**src/rtl/factor_candidate_scanner.sv**
```systemverilog
`default_nettype none
// +-----------------------------------------------------------------------------+
// | factor_candidate_scanner                                                    |
// | Walks every (c1, c2) factor pair past a combinational formula block,        |
// | counts accepted pairs and flags disagreements with a golden multiply.       |
// | Revision: 1.0                                                               |
// +-----------------------------------------------------------------------------+
module factor_candidate_scanner #(
  parameter int W             = 5,
  parameter int SYM           = 0,
  parameter int STOP_ON_FIRST = 0
) (
  input  logic             clk,
  input  logic             rst_n,
  input  logic             start,
  input  logic             abort,
  input  logic [2*W-1:0]   target,
  output logic             cand_valid,
  output logic [W-1:0]     cand_i1,
  output logic [W-1:0]     cand_i2,
  output logic [2*W-1:0]   cand_tgt,
  input  logic             cand_ok,
  output logic             busy,
  output logic             done,
  output logic             found,
  output logic [W-1:0]     f1,
  output logic [W-1:0]     f2,
  output logic [2*W:0]     sol_count,
  output logic             mismatch,
  output logic [W-1:0]     mm_i1,
  output logic [W-1:0]     mm_i2
);

  localparam logic [W-1:0] c_max     = {W{1'b1}};
  localparam logic [W-1:0] c_one     = {{(W-1){1'b0}}, 1'b1};
  localparam logic [2*W:0] c_cnt_one = {{(2*W){1'b0}}, 1'b1};

  typedef enum logic [1:0] {
    S_IDLE = 2'd0,
    S_SCAN = 2'd1,
    S_DONE = 2'd2
  } state_t;

  state_t         r_state;
  state_t         w_next;
  logic [W-1:0]   r_c1;
  logic [W-1:0]   r_c2;
  logic [2*W-1:0] r_tgt;
  logic           r_found;
  logic [W-1:0]   r_f1;
  logic [W-1:0]   r_f2;
  logic [2*W:0]   r_count;
  logic           r_mm;
  logic [W-1:0]   r_mm_i1;
  logic [W-1:0]   r_mm_i2;

  logic [2*W-1:0] w_prod;
  logic           w_expected;
  logic           w_last;
  logic           w_stop;

  // Full-width product; trivial factor 1 never counts as a factorization.
  assign w_prod     = {{W{1'b0}}, r_c1} * {{W{1'b0}}, r_c2};
  assign w_expected = (w_prod == r_tgt) && (r_c1 != c_one) && (r_c2 != c_one);
  assign w_last     = (r_c1 == c_max) && (r_c2 == c_max);
  assign w_stop     = w_last || ((STOP_ON_FIRST != 0) && cand_ok);

  always_ff @(posedge clk or negedge rst_n) begin
    if (!rst_n) begin
      r_state <= S_IDLE;
    end else begin
      r_state <= w_next;
    end
  end

  always_comb begin
    w_next = r_state;
    case (r_state)
      S_IDLE: if (start) w_next = S_SCAN;
      S_SCAN: begin
        if (abort)       w_next = S_IDLE;
        else if (w_stop) w_next = S_DONE;
      end
      S_DONE:  w_next = S_IDLE;
      default: w_next = S_IDLE;
    endcase
  end

  always_ff @(posedge clk or negedge rst_n) begin
    if (!rst_n) begin
      r_c1    <= '0;
      r_c2    <= '0;
      r_tgt   <= '0;
      r_found <= 1'b0;
      r_f1    <= '0;
      r_f2    <= '0;
      r_count <= '0;
      r_mm    <= 1'b0;
      r_mm_i1 <= '0;
      r_mm_i2 <= '0;
    end else begin
      case (r_state)
        S_IDLE: begin
          if (start) begin
            r_tgt   <= target;
            r_found <= 1'b0;
            r_f1    <= '0;
            r_f2    <= '0;
            r_count <= '0;
            r_mm    <= 1'b0;
            r_mm_i1 <= '0;
            r_mm_i2 <= '0;
            r_c1    <= '0;
            r_c2    <= '0;
          end
        end
        S_SCAN: begin
          // Abort wins over anything this cycle would otherwise record.
          if (!abort) begin
            if (cand_ok) begin
              r_count <= r_count + c_cnt_one;
              if (!r_found) begin
                r_found <= 1'b1;
                r_f1    <= r_c1;
                r_f2    <= r_c2;
              end
            end
            if (cand_ok != w_expected) begin
              r_mm <= 1'b1;
              if (!r_mm) begin
                r_mm_i1 <= r_c1;
                r_mm_i2 <= r_c2;
              end
            end
            if (!w_stop) begin
              if (r_c2 == c_max) begin
                r_c1 <= r_c1 + c_one;
                r_c2 <= (SYM != 0) ? (r_c1 + c_one) : '0;
              end else begin
                r_c2 <= r_c2 + c_one;
              end
            end
          end
        end
        default: ;
      endcase
    end
  end

  assign cand_valid = (r_state == S_SCAN);
  assign busy       = (r_state == S_SCAN);
  assign done       = (r_state == S_DONE);
  assign cand_i1    = r_c1;
  assign cand_i2    = r_c2;
  assign cand_tgt   = r_tgt;
  assign found      = r_found;
  assign f1         = r_f1;
  assign f2         = r_f2;
  assign sol_count  = r_count;
  assign mismatch   = r_mm;
  assign mm_i1      = r_mm_i1;
  assign mm_i2      = r_mm_i2;

endmodule
`default_nettype wire

```
**config.mk**
```make
export PLATFORM = sky130hd
export DESIGN_NAME = factor_candidate_scanner
export DESIGN_NICKNAME = d
export VERILOG_FILES = /design/src/rtl/factor_candidate_scanner.sv
export SDC_FILE = /design/constraint.sdc
export NUM_CORES = 1
export LEC_CHECK = 0
export BUFFER_PORTS_ARGS = -buffer_cell sky130_fd_sc_hd__buf_2
export CAP_MARGIN = 0
export CELL_PAD_IN_SITES_DETAIL_PLACEMENT = 0
export CELL_PAD_IN_SITES_GLOBAL_PLACEMENT = 1
export CORE_UTILIZATION = 24
export DETAILED_ROUTE_END_ITERATION = 12
export HOLD_SLACK_MARGIN = 0.12
export PLACE_DENSITY = 0.58
export SKIP_CTS_REPAIR_TIMING = 1
export SYNTH_ARGS = -nofsm -noshare
export SYNTH_HDL_FRONTEND = slang
export SYNTH_SLANG_ARGS = --single-unit
```
**constraint.sdc**
```tcl
create_clock -name clk -period 6.1 [get_ports clk]
set_input_delay 0.915 -clock clk [delete_from_list [all_inputs] [get_ports clk]]
set_output_delay 0.915 -clock clk [all_outputs]
set_load 0.01 [all_outputs]
```
# Yosys cells after proc, flatten, opt, wreduce, memory -nomap -nowiden
# Index checks and enable logic that the tools add are counted.
# classes
addsub	3
mul	1
eq_ne	17
mux	40
reduce_logical	13
# ops
operator	n
5-bit two-way mux	19
5-bit case mux with 2 select lines	6
11-bit two-way mux	3
11-bit case mux with 2 select lines	1
5-bit AND reduction	3
2-bit inequality test, second input constant	6
4-bit AND reduction	3
11-bit by 1-bit adder with 11-bit output, second input constant	1
5-bit by 1-bit adder with 5-bit output, second input constant	2
10-bit equality test	1
5-bit equality test, second input constant	2
5-bit by 5-bit multiplier with 10-bit output	1
5-bit by 1-bit inequality test with 1-bit output, second input constant	2
2-bit two-way mux	3
1-bit two-way mux	5
2-bit by 1-bit inequality test with 1-bit output, second input constant	2
1-bit case mux with 2 select lines	2
2-bit case mux with 2 select lines	1
2-bit AND reduction	2
1-bit logical AND	3
3-bit by 2-bit inequality test with 1-bit output, second input constant	1
2-bit by 1-bit equality test with 1-bit output, second input constant	1
2-bit equality test, second input constant	1
2-bit zero test	1
2 further kinds	2
# word_totals
reg_bits	55
input_bits	15
out_inout_bits	56
elab_cells	85

# Depth between registers and ports, before layout
# logic_depth
ltp_word	8
depth_mapped	16

# Least setup slack after synthesis
# OpenSTA, ideal clock, no wires.
# synth_timing
path_kind	register -> register
start	reg r_c1[0] (netlist: cand_i1[0])
end	reg r_mm_i1[0] (netlist: mm_i1[0])
setup_ns	0.125
arrival_time_ns	4.680
t_required_ns	5.975
slack_ns	1.295
stages_incl_launch_ff	15
path_buffers	1
cell_sequence	dfrtp_1 buf_2 nand2_1 fa_1 fa_1 inv_1 fa_1 ha_1 o21a_1 a21o_1 o41a_1 xnor2_2 nor4_4 mux2i_4 mux2_4
# synth_via
elab_chain_len	7
# synth_rtl
item	line	rtl
start: declaration	46	logic [W-1:0] r_c1;
start signal: assignment	137	r_c1 <= r_c1 + c_one;
5-bit by 5-bit multiplier with 10-bit output	63	assign w_prod = {{W{1'b0}}, r_c1} * {{W{1'b0}}, r_c2};
10-bit equality test	64	assign w_expected = (w_prod == r_tgt) && (r_c1 != c_one) && (r_c2 != c_one);
1-bit logical AND (2 in series)	64	
1-bit inequality test	128	if (cand_ok != w_expected) begin
2-bit by 1-bit inequality test with 1-bit output (no line)	-	
5-bit AND reduction (no line)	-	
end signal: assignment	131	r_mm_i1 <= r_c1;
end: declaration	54	logic [W-1:0] r_mm_i1;
# Parallel ways exist; a longest one is shown, timed or not. The select of a mux whose other input is x is not followed.
# A chain may end at the register's enable or synchronous reset.

# Worst setup path in the final report
# layout_timing
start	reg r_c1[0] (netlist: cand_i1[0])
end	reg r_mm_i2[0] (netlist: mm_i2[0])
# layout_via
elab_chain_len	7
# layout_rtl
item	line	rtl
5-bit by 5-bit multiplier with 10-bit output	63	
10-bit equality test	64	
1-bit logical AND (*) (2 in series)	64	
1-bit inequality test (*)	128	
2-bit by 1-bit inequality test with 1-bit output (no line) (*)	-	
5-bit AND reduction (no line) (*)	-	
end signal: assignment	132	r_mm_i2 <= r_c2;
end: declaration	55	logic [W-1:0] r_mm_i2;
# Mark *: on every way between the ends. The rest lies on a longest branch, timed or not.

==> metrics.csv <==
metric,value,unit
dieWidth,123,µm
cts-root-buf,clkbuf_16,
grt_pass1_vias,2624,
path_buf_inv,1,
crit_path_frequent_cell,fa_1,
cp.required,6.29,ns
drc_errors,0,
slowest_delay,0.60,ns
placed_area,3990,µm²
critPathArrivalTime,5.32,ns
clk_path_buf_depth,2,
grt_overflow,0,
rsz0062_at_grt,false,
finalWorstSetupSlack,0.974,ns
layout_worst_path_cycle_share,84.0,%
drive_gt1_share,27.4,%
cellPowerDensity,235,nW/µm²
peakVddDrop,0.0996,mV
synth-edff-count,0,
grtUsageTotal,12.0,%
synth_top_area_share,39.2,%
internal-power,648,µW
diodes,0,
path_max_fanout,14,
totalNegativeSetupSlack,0,ns
via_per_inst,4.52,
worst_pin_slew,0.776,ns
p_leak,0.00215,µW
slew_viol_final,0,
pwr-share-comb,21.7,%
grt_max_degree,56,
path_clk_slew,0.08,ns
synth_seq_cells,55,
yosysWarnings,0,
post-place-ws,0.941,ns
first_iter_violations,118,
ys_dominant_reg_cell,dfrtp_1,
antenna_found_initial,0,
min_period,5.13,ns
finalSetupViolations,0,
p_seq_share,46.6,%
synthArstFlopShare,100,%
clkSinkCount,55,
syn_avg_cell_area,10.1,µm²
clk_latency,0.30,ns
worstPathCellList,"nand2_1, fa_1, fa_1, inv_1, fa_1, ha_1, o21a_1, a21o_1, o41a_1, xnor2_2, nor4_4, mux2i_4, mux2_4",
dieHeight,123,µm
synth_cells,349,
gp_congestion,0.757,
core,14100,µm²
grt_pass1_wl,14.0,mm
p_sw_share,33.4,%
start_util,24.9,%
cts_tree,built,
hold_class,register to register,
seq_area,1380,µm²
postRouteAntennaNets,0,
max_cap_violations,0,
skew,0.00469,ns
final_cell_area,4140,µm²
fill_cells,1485,
crit_slowest_cell,dfrtp_1,
syn-num-nets,398,
crit_family,adder cells,
yosys.area.top_type,dfrtp_1,
fmax,0.195,GHz
status,"finished, final reports clean",
routed_wl,8.73,mm
synth_most_common_cell,dfrtp_1,
pin_count,71,
slew_headroom,48.3,%
cts_buffers,5,
io_buffers,70,
synth.distinct_cells,54,
fin_nets,460,
power_frac_clock,31.7,%
wl_per_cell,14.7,µm
critPathLaunchType,register,
hold_violations,0,
rows,43,
multi_input_area,1930,µm²
place.detailed.hpwl,6.39,mm
synth_commonest_cells,"55 x dfrtp_1, 45 x nand2_1, 34 x o21ai_0",
cp-end-kind,register,
yosysSeqAreaShare,39.2,%
area_delta_synth_final,17.9,%
synthTopCellsByArea,"dfrtp_1 39%, ha_1 8.9%, fa_1 5.1%, o21ai_0 4.9%, nand2_1 4.8%",
firstDrtPassIters,4,
cts_max_level,2,
path_class,register to register,
die-area,15100,µm²
synth.cell_area,3510,µm²
via_count,2674,
p_sw,326,µW
[worst paths after layout]
| path | from | to | slack [ns] | cells past startpoint |
|---|---|---|---|---|
| worst max-delay path | cand_i1[0] | mm_i2[0] | 0.97 | 13 |
| worst min-delay path | f2[0] | f2[0] | 0.49 | 2 |
| worst max register to register | cand_i1[0] | mm_i2[0] | 0.97 | 13 |
| worst min register to register | f2[0] | f2[0] | 0.49 | 2 |
| max in group asynchronous | rst_n | f1[1] | 4.85 | 2 |
| min in group asynchronous | rst_n | sol_count[1] | 0.74 | 2 |
[cell families (layout without fill, tap and decap cells)]
group | count (synthesis) | after routing | synth area share (%)
xor gates and xnor gates | 21 | 21 | 5.67
adders and majority gates | 34 | 34 | 14.1
and+or+nand+nor | 117 | 117 | 17.3
muxes | 23 | 23 | 8.17
DFF | 55 | 55 | 39.2
AOI/OAI and AO/OA | 59 | 59 | 9.91
buffers and inverters | 40 | 103 | 5.71
[final cells by class]
type,count,area share (%)
inverter,23,2.09
sequential,55,33.3
timing repair buffer,72,8.83
clock buffer,5,3.02
clock inverter,3,0.665
multi-input combinational,254,46.7
tap,180,5.44
[cells in the final DEF (no fill, tap or decap), types with 4 or more instances in the layout]
cell	synthesis	routed
a21oi_1	5	5
mux2_2	11	11
ha_1	25	25
mux2_4	6	6
clkbuf_16	0	5
nand4_1	7	7
mux2i_1	5	5
xnor2_1	8	8
and2_1	9	9
nand2_1	45	45
fa_1	9	9
a31oi_1	5	5
nor2_1	22	22
dfrtp_1	55	55
and3_1	7	7
buf_2	1	70
xor2_1	11	11
nand2b_1	5	5
o21ai_0	34	34
o31ai_1	4	4
inv_1	21	21
[layer usage]
layer	vias up	part of all wire, %	global-route usage, %
li1	1300	-	-
met1	1321	47	16.0
met2	47	47	19.4
met3	6	5.0	2.81
met4	0	1.0	3.20
met5	-	0	0
[power groups by stage]
| stage | sequential, µW | combinational (µW) | clock [µW] |
|---|---|---|---|
| after floorplan | 457 | 136 | 0 |
| after global routing | 461 | 236 | 331 |
| after detailed placement | 463 | 215 | 0 |
| final | 454 | 211 | 309 |
| after CTS | 455 | 216 | 321 |
| after global placement | 462 | 214 | 0 |
[sequential cells by signal, indices dropped and copies added, names as in the netlist]
| register | count |
|---|---|
| sol_count | 11 |
| cand_tgt | 10 |
| cand_i1 | 5 |
| cand_i2 | 5 |
| f1 | 5 |
| f2 | 5 |
| mm_i1 | 5 |
| mm_i2 | 5 |
| r_state | 2 |
| found | 1 |
| mismatch | 1 |
[per-stage QoR]
step | util [%] | hold WS [ns] | cells | total power [µW]
5_1_grt | 29.4 | 0.535 | 592 | 1030
4_1_cts | 29.4 | 0.501 | 592 | 992
3_3_place_gp | 28.3 | 0.478 | 584 | 676
6_report | 29.4 | 0.491 | 592 | 974
3_5_place_dp | 28.3 | 0.483 | 584 | 678
2_1_floorplan | - | 0.516 | 349 | 593
[worst reg2reg max path, stage by stage (launching register included)]
cell     delay (ns)
dfrtp_1        0.60
nand2_1        0.15
fa_1           0.53
fa_1           0.55
inv_1          0.05
fa_1           0.48
ha_1           0.37
o21a_1         0.21
a21o_1         0.20
o41a_1         0.35
xnor2_2        0.17
nor4_4         0.44
mux2i_4        0.59
mux2_4         0.35
Note: power is estimated with default switching activity, not from simulation.
